File: src/rtl/axilite_slave_shim.sv
// AXI4-Lite slave that turns one buffered AW/W or AR into a single-beat local
// MMIO request pulse and maps the local ack/dv (or a timeout) onto B/R responses.
module axilite_slave_shim #(
  parameter int unsigned TIMEOUT  = 255,
  parameter logic [31:0] ERR_DATA = 32'hDEADBEEF
) (
  input  logic        clk,
  input  logic        rst,
  input  logic        s_axi_awvalid,
  output logic        s_axi_awready,
  input  logic [31:0] s_axi_awaddr,
  input  logic [2:0]  s_axi_awprot,
  input  logic        s_axi_wvalid,
  output logic        s_axi_wready,
  input  logic [31:0] s_axi_wdata,
  input  logic [3:0]  s_axi_wstrb,
  output logic        s_axi_bvalid,
  input  logic        s_axi_bready,
  output logic [1:0]  s_axi_bresp,
  input  logic        s_axi_arvalid,
  output logic        s_axi_arready,
  input  logic [31:0] s_axi_araddr,
  input  logic [2:0]  s_axi_arprot,
  output logic        s_axi_rvalid,
  input  logic        s_axi_rready,
  output logic [31:0] s_axi_rdata,
  output logic [1:0]  s_axi_rresp,
  output logic        lcl_mmio_wr,
  output logic        lcl_mmio_rd,
  output logic [31:0] lcl_mmio_addr,
  output logic [31:0] lcl_mmio_din,
  output logic [3:0]  lcl_mmio_be,
  input  logic        lcl_mmio_ack,
  input  logic        lcl_mmio_dv,
  input  logic [31:0] lcl_mmio_dout,
  input  logic        lcl_mmio_rsp
);

  typedef enum logic [2:0] {
    ST_IDLE    = 3'd0,
    ST_WR_WAIT = 3'd1,
    ST_WR_RESP = 3'd2,
    ST_RD_WAIT = 3'd3,
    ST_RD_RESP = 3'd4
  } state_e;

  localparam logic [15:0] TMO_LIMIT = 16'(TIMEOUT);
  localparam logic [1:0]  RESP_OK   = 2'b00;
  localparam logic [1:0]  RESP_ERR  = 2'b10;

  state_e      state_q, state_d;
  logic        aw_full_q, aw_full_d, w_full_q, w_full_d, ar_full_q, ar_full_d;
  logic        awready_q, awready_d, wready_q, wready_d, arready_q, arready_d;
  logic [31:0] awaddr_q, awaddr_d, wdata_q, wdata_d, araddr_q, araddr_d;
  logic [3:0]  wstrb_q, wstrb_d;
  logic        last_wr_q, last_wr_d;
  logic [15:0] tmo_cnt_q, tmo_cnt_d;
  logic        lcl_wr_q, lcl_wr_d, lcl_rd_q, lcl_rd_d;
  logic [31:0] lcl_addr_q, lcl_addr_d, lcl_din_q, lcl_din_d;
  logic [3:0]  lcl_be_q, lcl_be_d;
  logic        bvalid_q, bvalid_d, rvalid_q, rvalid_d;
  logic [1:0]  bresp_q, bresp_d, rresp_q, rresp_d;
  logic [31:0] rdata_q, rdata_d;
  logic        launch_wr_s, launch_rd_s;
  logic        wr_rdy_s, rd_rdy_s;
  logic        unused_prot;

  assign unused_prot = ^{s_axi_awprot, s_axi_arprot};
  assign wr_rdy_s    = aw_full_q & w_full_q;
  assign rd_rdy_s    = ar_full_q;

  // Holding buffers: a launch empties a buffer in the same edge that it would refill it.
  always_comb begin
    aw_full_d = aw_full_q;
    w_full_d  = w_full_q;
    ar_full_d = ar_full_q;
    awaddr_d  = awaddr_q;
    wdata_d   = wdata_q;
    wstrb_d   = wstrb_q;
    araddr_d  = araddr_q;
    if (launch_wr_s) begin
      aw_full_d = 1'b0;
      w_full_d  = 1'b0;
    end else begin
      if (s_axi_awvalid && awready_q) begin
        aw_full_d = 1'b1;
        awaddr_d  = s_axi_awaddr;
      end else begin
        aw_full_d = aw_full_q;
      end
      if (s_axi_wvalid && wready_q) begin
        w_full_d = 1'b1;
        wdata_d  = s_axi_wdata;
        wstrb_d  = s_axi_wstrb;
      end else begin
        w_full_d = w_full_q;
      end
    end
    if (launch_rd_s) begin
      ar_full_d = 1'b0;
    end else if (s_axi_arvalid && arready_q) begin
      ar_full_d = 1'b1;
      araddr_d  = s_axi_araddr;
    end else begin
      ar_full_d = ar_full_q;
    end
    awready_d = ~aw_full_d;
    wready_d  = ~w_full_d;
    arready_d = ~ar_full_d;
  end

  // Transaction FSM: arbitration, request launch, ack/timeout capture, response hold.
  always_comb begin
    state_d     = state_q;
    last_wr_d   = last_wr_q;
    tmo_cnt_d   = tmo_cnt_q;
    lcl_wr_d    = 1'b0;
    lcl_rd_d    = 1'b0;
    lcl_addr_d  = lcl_addr_q;
    lcl_din_d   = lcl_din_q;
    lcl_be_d    = lcl_be_q;
    bvalid_d    = bvalid_q;
    bresp_d     = bresp_q;
    rvalid_d    = rvalid_q;
    rresp_d     = rresp_q;
    rdata_d     = rdata_q;
    launch_wr_s = 1'b0;
    launch_rd_s = 1'b0;
    case (state_q)
      ST_IDLE: begin
        // Both ready: serve the opposite of whatever went last.
        if (wr_rdy_s && (!rd_rdy_s || !last_wr_q)) begin
          launch_wr_s = 1'b1;
          lcl_wr_d    = 1'b1;
          lcl_addr_d  = awaddr_q;
          lcl_din_d   = wdata_q;
          lcl_be_d    = wstrb_q;
          tmo_cnt_d   = 16'd0;
          last_wr_d   = 1'b1;
          state_d     = ST_WR_WAIT;
        end else if (rd_rdy_s) begin
          launch_rd_s = 1'b1;
          lcl_rd_d    = 1'b1;
          lcl_addr_d  = araddr_q;
          tmo_cnt_d   = 16'd0;
          last_wr_d   = 1'b0;
          state_d     = ST_RD_WAIT;
        end else begin
          state_d = ST_IDLE;
        end
      end
      ST_WR_WAIT: begin
        tmo_cnt_d = tmo_cnt_q + 16'd1;
        if (lcl_mmio_ack) begin
          bresp_d  = lcl_mmio_rsp ? RESP_OK : RESP_ERR;
          bvalid_d = 1'b1;
          state_d  = ST_WR_RESP;
        end else if (tmo_cnt_q == TMO_LIMIT) begin
          bresp_d  = RESP_ERR;
          bvalid_d = 1'b1;
          state_d  = ST_WR_RESP;
        end else begin
          state_d = ST_WR_WAIT;
        end
      end
      ST_WR_RESP: begin
        if (s_axi_bready) begin
          bvalid_d = 1'b0;
          state_d  = ST_IDLE;
        end else begin
          bvalid_d = 1'b1;
        end
      end
      ST_RD_WAIT: begin
        tmo_cnt_d = tmo_cnt_q + 16'd1;
        if (lcl_mmio_dv) begin
          rdata_d  = lcl_mmio_dout;
          rresp_d  = lcl_mmio_rsp ? RESP_OK : RESP_ERR;
          rvalid_d = 1'b1;
          state_d  = ST_RD_RESP;
        end else if (tmo_cnt_q == TMO_LIMIT) begin
          rdata_d  = ERR_DATA;
          rresp_d  = RESP_ERR;
          rvalid_d = 1'b1;
          state_d  = ST_RD_RESP;
        end else begin
          state_d = ST_RD_WAIT;
        end
      end
      ST_RD_RESP: begin
        if (s_axi_rready) begin
          rvalid_d = 1'b0;
          state_d  = ST_IDLE;
        end else begin
          rvalid_d = 1'b1;
        end
      end
      default: begin
        bvalid_d = 1'b0;
        rvalid_d = 1'b0;
        state_d  = ST_IDLE;
      end
    endcase
  end

  // State and output registers; reset drops any in-flight response.
  always_ff @(posedge clk) begin
    if (rst) begin
      state_q    <= ST_IDLE;
      aw_full_q  <= 1'b0;
      w_full_q   <= 1'b0;
      ar_full_q  <= 1'b0;
      awready_q  <= 1'b0;
      wready_q   <= 1'b0;
      arready_q  <= 1'b0;
      awaddr_q   <= 32'd0;
      wdata_q    <= 32'd0;
      wstrb_q    <= 4'd0;
      araddr_q   <= 32'd0;
      last_wr_q  <= 1'b0;
      tmo_cnt_q  <= 16'd0;
      lcl_wr_q   <= 1'b0;
      lcl_rd_q   <= 1'b0;
      lcl_addr_q <= 32'd0;
      lcl_din_q  <= 32'd0;
      lcl_be_q   <= 4'd0;
      bvalid_q   <= 1'b0;
      bresp_q    <= 2'd0;
      rvalid_q   <= 1'b0;
      rresp_q    <= 2'd0;
      rdata_q    <= 32'd0;
    end else begin
      state_q    <= state_d;
      aw_full_q  <= aw_full_d;
      w_full_q   <= w_full_d;
      ar_full_q  <= ar_full_d;
      awready_q  <= awready_d;
      wready_q   <= wready_d;
      arready_q  <= arready_d;
      awaddr_q   <= awaddr_d;
      wdata_q    <= wdata_d;
      wstrb_q    <= wstrb_d;
      araddr_q   <= araddr_d;
      last_wr_q  <= last_wr_d;
      tmo_cnt_q  <= tmo_cnt_d;
      lcl_wr_q   <= lcl_wr_d;
      lcl_rd_q   <= lcl_rd_d;
      lcl_addr_q <= lcl_addr_d;
      lcl_din_q  <= lcl_din_d;
      lcl_be_q   <= lcl_be_d;
      bvalid_q   <= bvalid_d;
      bresp_q    <= bresp_d;
      rvalid_q   <= rvalid_d;
      rresp_q    <= rresp_d;
      rdata_q    <= rdata_d;
    end
  end

  assign s_axi_awready = awready_q;
  assign s_axi_wready  = wready_q;
  assign s_axi_arready = arready_q;
  assign s_axi_bvalid  = bvalid_q;
  assign s_axi_bresp   = bresp_q;
  assign s_axi_rvalid  = rvalid_q;
  assign s_axi_rresp   = rresp_q;
  assign s_axi_rdata   = rdata_q;
  assign lcl_mmio_wr   = lcl_wr_q;
  assign lcl_mmio_rd   = lcl_rd_q;
  assign lcl_mmio_addr = lcl_addr_q;
  assign lcl_mmio_din  = lcl_din_q;
  assign lcl_mmio_be   = lcl_be_q;

endmodule

File: config.mk
export PLATFORM = sky130hd
export DESIGN_NAME = axilite_slave_shim
export DESIGN_NICKNAME = d
export VERILOG_FILES = /design/src/rtl/axilite_slave_shim.sv
export SDC_FILE = /design/constraint.sdc
export NUM_CORES = 1
export LEC_CHECK = 0
export ABC_AREA = 1
export BUFFER_PORTS_ARGS = -buffer_cell sky130_fd_sc_hd__buf_4
export CAP_MARGIN = 10
export CELL_PAD_IN_SITES_DETAIL_PLACEMENT = 2
export CELL_PAD_IN_SITES_GLOBAL_PLACEMENT = 2
export CORE_UTILIZATION = 25
export DETAILED_ROUTE_END_ITERATION = 8
export GPL_TIMING_DRIVEN = 0
export PLACE_DENSITY_LB_ADDON = 0.15
export REMOVE_ABC_BUFFERS = 1
export SYNTH_ARGS = -nofsm -noshare
export SYNTH_HDL_FRONTEND = slang
export SYNTH_SLANG_ARGS = --single-unit
File: constraint.sdc
create_clock -name clk -period 1.3 [get_ports clk]
set_input_delay 0 -clock clk [delete_from_list [all_inputs] [get_ports clk]]
set_output_delay 0 -clock clk [all_outputs]
set_load 0.02 [all_outputs]
==> flow_summary.json <==
{
  "fin_skew_ps": 13.6,
  "status": "finished with violations",
  "hold_path.class": "input pin to register",
  "met2WireLength_um": 23500,
  "synth_area_per_cell_um2": 7.62,
  "cts-root-buf": "clkbuf_16",
  "path_class": "register to register",
  "ys_async_sr_fraction": 0,
  "worstSetupEndpointType": "register",
  "core-area_mm2": 0.0345,
  "maxSlewViolCount": 0,
  "rsz0062_at_grt": "yes",
  "ys_seq_area_frac": 0.533,
  "worstMarginPinSlew_ps": 814,
  "dr.pass1.iters": 4,
  "grt_max_degree": 121,
  "grt_pass1_wl_um": 60800,
  "timing.fmax_mhz": 560,
  "cts-buffers-inserted": 28,
  "grt_overflow": 0,
  "synthTopCellsByArea": "dfxtp_1 53%, nor2_1 15%, o21ai_0 10%",
  "finalPower_uw": 19600,
  "arrival_ps": 2210,
  "clk_path_buf_depth": 3,
  "antenna_left": 0,
  "synth_edf_count": 0,
  "whs_ps": 81.1,
  "syn_inst": 1145,
  "critPathMaxFanout": 18,
  "finalInstanceArea_mm2": 0.0158,
  "synthFlopType": "dfxtp_1",
  "tritoncts": "built",
  "p_leak_uw": 0.00669,
  "placed_area_mm2": 0.0109,
  "clk_latency_ps": 550,
  "initial_core_util": 0.253,
  "finalSetupViolCount": 232,
  "ir_drop_mv": 0.912,
  "antenna_found_initial": 3,
  "drc": 0,
  "worst_setup_path_start_kind": "register",
  "fill_cells": 3724,
  "viasPerCell": 4.77,
  "synth.ff_latch_count": 232,
  "drive_above_1_share": 0.379,
  "routed_wl_um": 44800,
  "synth_common_cells": "351 x nor2_1, 232 x dfxtp_1, 178 x o21ai_0",
  "yosysMostFrequentCell": "nor2_1",
  "die_area_mm2": 0.0356,
  "min_period_ps": 1790,
  "power_density_mw_per_mm2": 1240,
  "setup_slack_ps": -486,
  "hold_viol": 0,
  "min_period_over_period": 1.37,
  "ios": 259,
  "io_buffer_count": 250,
  "cp_data_required_time_ps": 1720,
  "cap_violations": 0,
  "met1_length_um": 18300,
  "h-tree-depth": 1,
  "ys.warnings.count": 0,
  "yosysTopAreaCellShare": 0.533,
  "fp-row-count": 68,
  "post_drt_wl_per_cell_um": 21.4,
  "via_count": 9968,
  "top_layer_used": "met5",
  "clkSlewWorstSetupHoldPaths_ps": 60,
  "violations": "negative setup slack",
  "met3_length_um": 1760,
  "hpwlAfterDp_um": 19400,
  "drtIter0Drc": 305,
  "first_global_vias": 10400,
  "yosys.area.top_type": "dfxtp_1",
  "slew_headroom": 0.457,
  "clock-sinks": 232,
  "syn2layout_area_growth_pct": 80.7,
  "dpl_worst_slack_ps": -3220,
  "die_y_um": 189,
  "place.gp.congestion": 0.721,
  "die_width_um": 189,
  "fin_nets": 1760,
  "netlist_area_mm2": 0.00872,
  "track_usage": 0.220,
  "postLayoutCoreUtil": 0.457,
  "synthDistinctLibCells": 33
}
layout by cell type, fill, tap and decap left out, types with 3 or more instances in the layout:
cell type        n
nand2_4         11
nor2_2          49
o21ai_0         89
nand2_1        118
inv_2            3
inv_1           28
a21oi_1         19
dfxtp_2          7
buf_16           5
clkbuf_16       33
inv_16           4
buf_6           14
o21ai_2         55
nand4_1          4
nor2_4          30
nand2_8         12
o21ai_1         63
nor2_1         283
buf_12          27
nand2_2          8
nand3_2          3
a21oi_2          9
dlygate4sd3_1  140
a31oi_1         30
clkbuf_8        12
dfxtp_4          9
nand3_4          8
dfxtp_1        216
buf_8            5
nand3_1          8
clkbuf_1         8
buf_4          288
clkinvlp_4       3
clkinv_8         5
inv_6            4
inv_4            3
per-layer routing:
layer  track usage  vias to the layer above
li1              -                     4681
met1         0.261                     4977
met2         0.407                      232
met3        0.0384                       76
met4        0.0506                        2
met5             0                        -
path summary, 6_finish.rpt:
check / from / end / slack [ps] / depth (start not counted)
worst min register to register: s_axi_bvalid / s_axi_bvalid / 470 / 2
worst min-delay path: rst / wdata_q[0] / 80 / 4
worst max register to register: state_q[0] / wdata_q[3] / -490 / 10
worst max-delay path: state_q[0] / wdata_q[3] / -490 / 10
sequential cells by signal (all words and copies together), names as in the netlist, 3 cells and up:
register and cells:
araddr_q 32, awaddr_q 32, lcl_mmio_addr 32, lcl_mmio_be 4, lcl_mmio_din 32, s_axi_rdata 32
state_q 3, tmo_cnt_q 16, wdata_q 32, wstrb_q 4
metrics by stage:
stage,TNS (ps),cells
after floorplan,-273300,1073
after global placement,-898340,1778
after detailed placement,-537520,1781
after CTS,-60260,2034
after global routing,-85620,2090
final,-69450,2090
timing repair:
action,4_1_cts,5_1_grt
gates resized for setup,143,282
pin swaps,36,80
buffers inserted,42,43
setup endpoints to repair,232,230
gates cloned,18,13
hold buffers,141,0
hold endpoints to repair,154,0
where the power goes:
| part | leakage (uW) | switching [uW] | internal (uW) | total, uW |
|---|---|---|---|---|
| Combinational | 0.00433 | 1960 | 1740 | 3710 |
| Clock | 0.000461 | 3280 | 4760 | 8040 |
| Sequential | 0.00190 | 327 | 7540 | 7870 |
| Total | 0.00669 | 5570 | 14000 | 19600 |
cell families (layout without fill, tap and decap cells):
| kind of cell | count (synthesis) | in the layout | share of synthesized area |
|---|---|---|---|
| flip-flops | 232 | 232 | 0.533 |
| other | 1 | 4 | 0.000430 |
| adder cells (fa/ha/maj) | 1 | 1 | 0.00143 |
| AO/OA/AOI/OAI | 272 | 272 | 0.162 |
| buffers and inverters | 118 | 588 | 0.0656 |
| AND/OR/NAND/NOR | 521 | 538 | 0.238 |
final cells by class:
type	instances	area, um^2	share of cell area
Sequential cell	232	4690	0.297
Clock inverter	3	17.5	0.00111
Inverter	45	300	0.0191
Multi-Input combinational cell	813	4560	0.289
Clock buffer	49	921	0.0584
Timing Repair inverter	8	126	0.00802
Tap cell	455	569	0.0361
Antenna cell	2	5.00	0.000318
Timing Repair Buffer	483	4570	0.290
critical path, stage by stage, from the launching register on:
cell	delay (ps)
dfxtp_4	360
nor2_4	180
nand2_8	80
nor2_4	160
buf_12	160
clkinv_16	80
nand3_4	90
buf_12	180
inv_6	110
nor2_1	150
nor2_1	80
(Power assumes the default switching activity.)
